==> config.mk <==
export PLATFORM = sky130hd
export DESIGN_NAME = hamming_secded_dec_pipe
export DESIGN_NICKNAME = d
export VERILOG_FILES = /design/src/rtl/hamming_secded_dec_pipe.sv
export SDC_FILE = /design/constraint.sdc
export NUM_CORES = 1
export LEC_CHECK = 0
export CORE_MARGIN = 1
export CORE_UTILIZATION = 51
export CTS_CLUSTER_DIAMETER = 120
export DETAILED_ROUTE_END_ITERATION = 6
export PLACE_DENSITY_LB_ADDON = 0.05
export SYNTH_ARGS = -nofsm -noshare
export SYNTH_HDL_FRONTEND = slang
export SYNTH_SLANG_ARGS = --single-unit
==> constraint.sdc <==
create_clock -name i_clk -period 2 [get_ports i_clk]
set_input_delay 0.4 -clock i_clk [delete_from_list [all_inputs] [get_ports i_clk]]
set_output_delay 0.4 -clock i_clk [all_outputs]
set_load 0.02 [all_outputs]
==> src/rtl/hamming_secded_dec_pipe.sv <==
// Pipelined SECDED Hamming decoder with valid/ready on both sides.
//
// Codeword layout: positions 1..DW+PW. Check bit k sits at position 2^k.
// Data bit j sits at the j-th non-power-of-two position, in ascending order.
// An extra overall even-parity bit covers the whole codeword.
//
// Pipeline:
//   S1 registers the received data, the syndrome and the overall parity.
//   S2 registers the corrected data and the CE/UE classification.
// Two saturating counters record CE and UE beats as they enter S2.
//
// Ports:
//   i_clk, i_rst_n      clock; synchronous active-low reset
//   i_valid, o_ready    input handshake (o_ready is combinational from i_ready)
//   i_data              received data bits
//   i_parity            received check bits (bit k = position 2^k)
//   i_par_all           received overall parity bit
//   o_valid, i_ready    output handshake
//   o_data              corrected data
//   o_err_pos           syndrome (1-based codeword position, 0 = none)
//   o_ce, o_ue          corrected / uncorrectable error flags
//   i_cnt_clr           synchronous clear of both counters
//   o_cnt_ce, o_cnt_ue  saturating CE / UE beat counters
module hamming_secded_dec_pipe #(
  parameter int unsigned DW    = 8,
  parameter int unsigned PW    = 4,
  parameter int unsigned CNT_W = 16
) (
  input  logic             i_clk,
  input  logic             i_rst_n,
  input  logic             i_valid,
  output logic             o_ready,
  input  logic [DW-1:0]    i_data,
  input  logic [PW-1:0]    i_parity,
  input  logic             i_par_all,
  output logic             o_valid,
  input  logic             i_ready,
  output logic [DW-1:0]    o_data,
  output logic [PW-1:0]    o_err_pos,
  output logic             o_ce,
  output logic             o_ue,
  input  logic             i_cnt_clr,
  output logic [CNT_W-1:0] o_cnt_ce,
  output logic [CNT_W-1:0] o_cnt_ue
);

  localparam int unsigned NPOS = DW + PW;

  // Codeword position of data bit j: the j-th non-power-of-two position.
  function automatic logic [PW-1:0] data_pos(input int unsigned j);
    logic [PW-1:0] res;
    int unsigned   cnt;
    res = '0;
    cnt = 0;
    for (int unsigned p = 1; p <= NPOS; p++) begin
      if ((p & (p - 1)) != 0) begin
        if (cnt == j) res = PW'(p);
        cnt++;
      end
    end
    return res;
  endfunction

  logic            s1_v;
  logic [DW-1:0]   s1_data;
  logic [PW-1:0]   s1_syn;
  logic            s1_par;

  logic            en1;
  logic            en2;
  logic            load2;

  logic [PW-1:0]   syn_c;
  logic            par_c;
  logic [DW-1:0]   fix_c;
  logic            ce_c;
  logic            ue_c;

  // Flow control: a stage may load when it is empty or its successor moves.
  assign en2     = !o_valid || i_ready;
  assign en1     = !s1_v || en2;
  assign o_ready = en1;
  assign load2   = en2 && s1_v;

  // Syndrome and overall parity of the incoming beat.
  // Check bit k contributes 2^k, so the check bits alone XOR to i_parity.
  always_comb begin
    syn_c = i_parity;
    for (int unsigned j = 0; j < DW; j++) begin
      if (i_data[j]) syn_c = syn_c ^ data_pos(j);
    end
    par_c = ^{i_data, i_parity, i_par_all};
  end

  // Stage 1 register.
  always_ff @(posedge i_clk) begin
    if (!i_rst_n) begin
      s1_v    <= 1'b0;
      s1_data <= '0;
      s1_syn  <= '0;
      s1_par  <= 1'b0;
    end else if (en1) begin
      s1_v    <= i_valid;
      s1_data <= i_data;
      s1_syn  <= syn_c;
      s1_par  <= par_c;
    end
  end

  // Classification and correction of the S1 beat.
  // Check-bit and zero syndromes never match a data position, so only a
  // data-position syndrome flips a bit.
  always_comb begin
    fix_c = s1_data;
    ce_c  = 1'b0;
    ue_c  = 1'b0;
    if (s1_par) begin
      if (s1_syn > PW'(NPOS)) begin
        ue_c = 1'b1;
      end else begin
        ce_c = 1'b1;
        for (int unsigned j = 0; j < DW; j++) begin
          if (data_pos(j) == s1_syn) fix_c[j] = ~fix_c[j];
        end
      end
    end else if (s1_syn != '0) begin
      ue_c = 1'b1;
    end
  end

  // Stage 2 register (output stage); holds while stalled.
  always_ff @(posedge i_clk) begin
    if (!i_rst_n) begin
      o_valid   <= 1'b0;
      o_data    <= '0;
      o_err_pos <= '0;
      o_ce      <= 1'b0;
      o_ue      <= 1'b0;
    end else if (en2) begin
      o_valid <= s1_v;
      if (s1_v) begin
        o_data    <= fix_c;
        o_err_pos <= s1_syn;
        o_ce      <= ce_c;
        o_ue      <= ue_c;
      end else begin
        o_ce <= 1'b0;
        o_ue <= 1'b0;
      end
    end
  end

  // Saturating error counters; clear wins over a same-cycle increment.
  always_ff @(posedge i_clk) begin
    if (!i_rst_n || i_cnt_clr) begin
      o_cnt_ce <= '0;
      o_cnt_ue <= '0;
    end else begin
      if (load2 && ce_c && !(&o_cnt_ce)) o_cnt_ce <= o_cnt_ce + CNT_W'(1);
      if (load2 && ue_c && !(&o_cnt_ue)) o_cnt_ue <= o_cnt_ue + CNT_W'(1);
    end
  end

endmodule

---- After elaboration in Yosys (flattened, before gate mapping) ----
Cells that the tools add are included.
cells by class
  add/sub/neg operators ................... 56
  multiply operators ...................... 0
  divide/modulo/power cells ............... 0
  magnitude comparators ................... 1
  equality and inequality tests ........... 106
  shifts and indexed selects .............. 0
  multiplexer cells ....................... 231
  bitwise operators ....................... 16
  reductions and logical operators ........ 32
operator list
  kind                                                               number
  32-bit 2-to-1 mux                                                  70
  32-bit by 3-bit == test with 1-bit output (second input constant)  56
  32-bit by 1-bit adder with 32-bit output (second input constant)   54
  32-bit by 2-bit == test with 1-bit output (second input constant)  28
  4-bit 2-to-1 mux                                                   128
  32-bit by 1-bit == test with 1-bit output (second input constant)  14
  32-bit logical NOT                                                 14
  3-bit 2-to-1 mux                                                   16
  16-bit by 1-bit adder with 16-bit output (second input constant)   2
  4-bit == test                                                      8
  16-bit AND reduction                                               2
  4-bit XOR                                                          8
  8-bit 2-to-1 mux                                                   2
  1-bit 2-to-1 mux                                                   15
  13-bit parity                                                      1
  1-bit inverter                                                     8
  1-bit logical AND                                                  5
  1-bit logical NOT                                                  5
  4-bit > comparator (second input constant)                         1
  4-bit nonzero test                                                 1
  1-bit logical OR                                                   3
  2-bit AND reduction                                                1
storage, ports and cells
  bits in registers ....................... 61
  bits in latches ......................... 0
  RAM bits ................................ 0
  ROM bits ................................ 0
  bits of input ports ..................... 18
  word-level logic and storage cells ...... 453
  memories kept ........................... 0

---- Depth between registers and ports, before layout ----
  word-level depth ........................ 32
  gate-level depth with buffers ........... 7

---- Worst setup path before layout ----
No wires, ideal clock.
  path kind ............................... register to register
  start ................................... register o_cnt_ue[0]
  end ..................................... register o_cnt_ue[7]
  arrival time ............................ 1,829 ps
  required time ........................... 1,926 ps
  path slack .............................. 96 ps
  stages on the path, launching flop included .. 7
  path buffers ............................ 0
  path through ............................ dfxtp_1 -> ha_1 -> and4_1 -> and2_1 -> a211o_1 -> or4_1 -> o21ai_0
between the ends
  word-level cells in the longest chain between the ends .. 3
ends and longest elaborated chain
  element                                                                                           RTL line  RTL
  from (decl)                                                                                       44        output logic [CNT_W-1:0] o_cnt_ue
  from (signal assigned)                                                                            160       if (load2 && ue_c && !(&o_cnt_ue)) o_cnt_ue <= o_cnt_ue + CNT_W'(1);
  parallel branches: the longest is 3 deep, another holds 16-bit by 1-bit adder with 16-bit output  --
Parallel ways; which one is timed is not known.
A chain may end at the register's enable or synchronous reset.

---- Worst setup path in the final report ----
Same ends and word-level chain as after synthesis.

==> Implementation_results.wiki <==
{| class="wikitable"
! Metric !! Value
|-
| Run status || complete, no violations
|-
| Count of H-tree levels built during CTS || 3
|-
| Period utilisation layout || between 90% and 100%
|-
| Source of the worst hold timing path || o_err_pos[0]$_SDFFE_PN0P_
|-
| Worst hold-check path type || flip-flop to flip-flop
|-
| Leading cell types by total area after synthesis || dfxtp_1, xnor2_1, nand2_1, nor2_1, a21boi_0
|-
| Final weighted congestion in routability-driven placement || just over 0.8
|-
| Type of origin of the critical path || flip-flop
|-
| Synth top area share || about two fifths
|-
| Initial antenna violation count || 0
|-
| Die height || 79.2 um
|-
| Number of flops mapped to enable cells by yosys || 0
|-
| Sequential share of the synthesized area || 40.1%
|-
| Worst-path clk slew || around 0.060 ns
|-
| Cells after Synth || 348
|-
| Final routed wire length divided by cell count || 13.8 um
|-
| Final number of max-transition violations || 0
|-
| Global-route usage over all layers || 24.4%
|-
| Power dissipated by switching net loads || ~0.7 mW
|-
| Top-level I/O count || 66
|-
| Switching part of the total power || 26.4%
|-
| Number of max-capacitance violations reported || 0
|-
| CP required || 2.27 ns
|-
| Static leakage power || 1.44 nW
|-
| Detailed placement HPWL || between 5000 and 6000 um
|-
| Peak supply drop || 0.404 mV
|-
| Placed Area || 0.00387 sq mm
|-
| Antenna-violating nets left || 0
|-
| Count of different cell masters after synthesis || 49
|-
| Worst-case clock skew || 0.00732 ns
|-
| Comb pwr share || between 15 and 20%
|-
| CTS Sinks || 61
|-
| Fraction of layout instances using a drive strength above 1 || 10.1%
|-
| Worst setup path class || flip-flop to flip-flop
|-
| Area enclosed by the die boundary || 0.00628 sq mm
|-
| Drt via density || 5.42
|-
| Footprint of the multi-input gates || 0.00175 sq mm
|-
| Area of the mapped netlist || 0.00304 sq mm
|-
| Number of standard cells in the layout, taps in and fillers out || 508
|-
| Global-route wire length before repair || 11,800 um
|-
| Final critical path time including I/O delays and setup || 1.90 ns
|-
| Design Area, Final || 0.00405 sq mm
|-
| Count of input and output buffers || 65
|-
| Number of buffers on the longest clock path || 2
|-
| # hold bufs at CTS || 0
|-
| Reg2reg path depth || 6
|-
| Number of remaining DRC errors || 0
|-
| Final wirelength || 7020 um
|-
| Post-synthesis mux area share || 0.987%
|-
| Clk network pwr share || 35.3%
|-
| Starting utilization of the core area || 53.9%
|-
| Number of CTS-inserted buffers || 9
|-
| Final core utilization || 71.7%
|-
| Dominant combinational cell family by area after synthesis || simple AND/OR/NAND/NOR gates
|-
| CTS Root Cell || clkbuf_8
|-
| Combined flip-flop and latch cell area || 0.00122 sq mm
|-
| Post-synthesis simple-gate area fraction || 27.4%
|-
| # setup viols final || 0
|-
| First-iteration detailed-routing DRC count || around 130
|-
| Final-layout fill cell count || 490
|-
| XOR/XNOR share of the synthesized area || 12.7%
|-
| Antenna diode count || 0
|-
| Worst EP arrival || 2.18 ns
|-
| Complex-gate fraction of the synthesized area || 15.6%
|-
| Primary flip-flop cell chosen by synthesis mapping || dfxtp_1
|-
| Ys async rst share || 0%
|-
| Net Count, Synth || about 370
|-
| Library cell with the highest instance count after synthesis || dfxtp_1
|-
| Power per standard cell area || 676 mW/mm^2
|-
| Critical Path Start || o_cnt_ue[0]$_SDFFE_PP0P_
|-
| Leading cell types by count after synthesis || dfxtp_1, nand2_1, nor2_1
|-
| Vias || about 2,800
|-
| Reg power frac || 48.7%
|-
| Reg-to-Reg Start || o_cnt_ue[0]$_SDFFE_PP0P_
|-
| Syn avg cell area || 8.74 sq um
|-
| Post-synthesis adder-cell area fraction || 0.822%
|-
| First-pass detailed-route iteration total || 4
|-
| Placed Instances || 491
|-
| Worst slew slack as a fraction of its limit || 63.8%
|-
| Leading area contributor after synthesis || dfxtp_1
|-
| Crit path capture type || flip-flop
|-
| FP Rows || 27
|-
| Global route overflow || 0
|-
| Internal power || 2.01 mW
|-
| Overall die width || 79.2 um
|-
| Least-Margin Pin Slew || around 0.54 ns
|-
| Pin count of the biggest net entering global routing || 31
|-
| Core area || approximately 0.0056 sq mm
|-
| Register-to-register setup slack || 0.1 ns
|-
| Final hold vios || 0
|-
| Flip-flop and latch count after synthesis || about 60
|-
| Net count reported at finish || roughly 450
|-
| Crit path to || o_cnt_ue[7]$_SDFFE_PP0P_
|-
| Number of global-route vias before repair || 2,538
|-
| Highest Clock Rate || 525 MHz
|-
| Layout Area Growth over Synthesis || 33.0%
|-
| Worst-Skew Late Latency || about 0.34 ns
|-
| Endpoint of the most critical register-to-register path || o_cnt_ue[7]$_SDFFE_PP0P_
|-
| TritonCTS clock tree || yes
|-
| Critical Path Fanout Max || 6
|-
| Synth warnings || 0
|}
## per-layer routing
metal	part of all wire, %	global-route usage, %
met5	0	0
met2	45	37.8
met1	48	32.2
met4	2.1	11.6
met3	4.5	5.06
## power groups by stage
stage / logic [mW] / clock network [mW] / registers, mW
2_1_floorplan: 0.274 / 0 / 1.36
3_3_place_gp: 0.432 / 0 / 1.36
3_5_place_dp: 0.439 / 0 / 1.36
4_1_cts: 0.440 / 0.988 / 1.33
5_1_grt: 0.480 / 1.04 / 1.34
6_report: 0.437 / 0.966 / 1.33
## placed cells by master, fill, tap and decap left out, types with 5 or more instances in the layout
cell             count
or3_1                7
o21ai_0             11
o211a_1              8
nand3_1             18
and4_1               5
dfxtp_1             61
xnor2_1             36
xor2_1               8
a21boi_0            16
buf_4               21
nor2_1              39
clkbuf_8            11
nor4_1               7
nand2_1             47
nand2b_1             6
nand4_1              7
clkdlybuf4s50_1     64
## registers in the layout, summed over array words and instances (netlist names)
signal	cells
o_valid	1
o_ce	1
o_ue	1
s1_v	1
s1_syn	4
s1_data	8
s1_par	1
o_err_pos	4
o_data	8
o_cnt_ce	16
o_cnt_ue	16
## cell type report
type / instances / share of cell area (%)
clock inverter: 1 / 0.124
sequential: 61 / 30.2
inverter: 2 / 0.185
tap: 72 / 2.23
multi-input combinational: 271 / 43.2
timing repair buffer: 86 / 19.9
clock buffer: 15 / 4.11
## worst max-delay path, stage by stage, from the launching register on
cell and delay, ns:
dfxtp_1 0.34, ha_1 0.22, and4_1 0.21, and2_1 0.26, a211o_1 0.33, or4_1 0.40, o21ai_0 0.08
## what timing repair did
item / in CTS / in global routing
resized for setup: 1 / 0
setup endpoints to repair: 1 / 1
buffers inserted: 0 / 1
pin swaps: 0 / 1
## logic make-up after synthesis
kind of cell / Yosys count
and+or+nand+nor: 164
AOI/OAI and AO/OA: 58
muxes: 3
xor gates and xnor gates: 44
adders and majority gates: 2
buffers and inverters: 16
DFF: 61
## worst min-delay path by stage
stage | endpoint | slack [ns] | depth (start not counted)
after floorplan | s1_data[1]$_SDFFE_PN0P_ | 0.45 | 2
after global placement | o_err_pos[2]$_SDFFE_PN0P_ | 0.45 | 2
after detailed placement | o_err_pos[0]$_SDFFE_PN0P_ | 0.47 | 2
after CTS | o_err_pos[0]$_SDFFE_PN0P_ | 0.48 | 2
after global routing | o_err_pos[0]$_SDFFE_PN0P_ | 0.50 | 2
final | o_err_pos[0]$_SDFFE_PN0P_ | 0.48 | 2
## per-stage QoR
stage               setup WS, ns  setup TNS [ns]  power (mW)  hold slack, ns
floorplan                 0.0964               0        1.63           0.446
global placement          -0.129           -1.60        1.79           0.451
detailed placement        -0.172           -2.36        1.80           0.473
CTS                       0.0873               0        2.76           0.481
global route            -0.00233        -0.00233        2.85           0.499
finish                    0.0965               0        2.73           0.478
No activity file was read; power rests on OpenSTA's default activity.
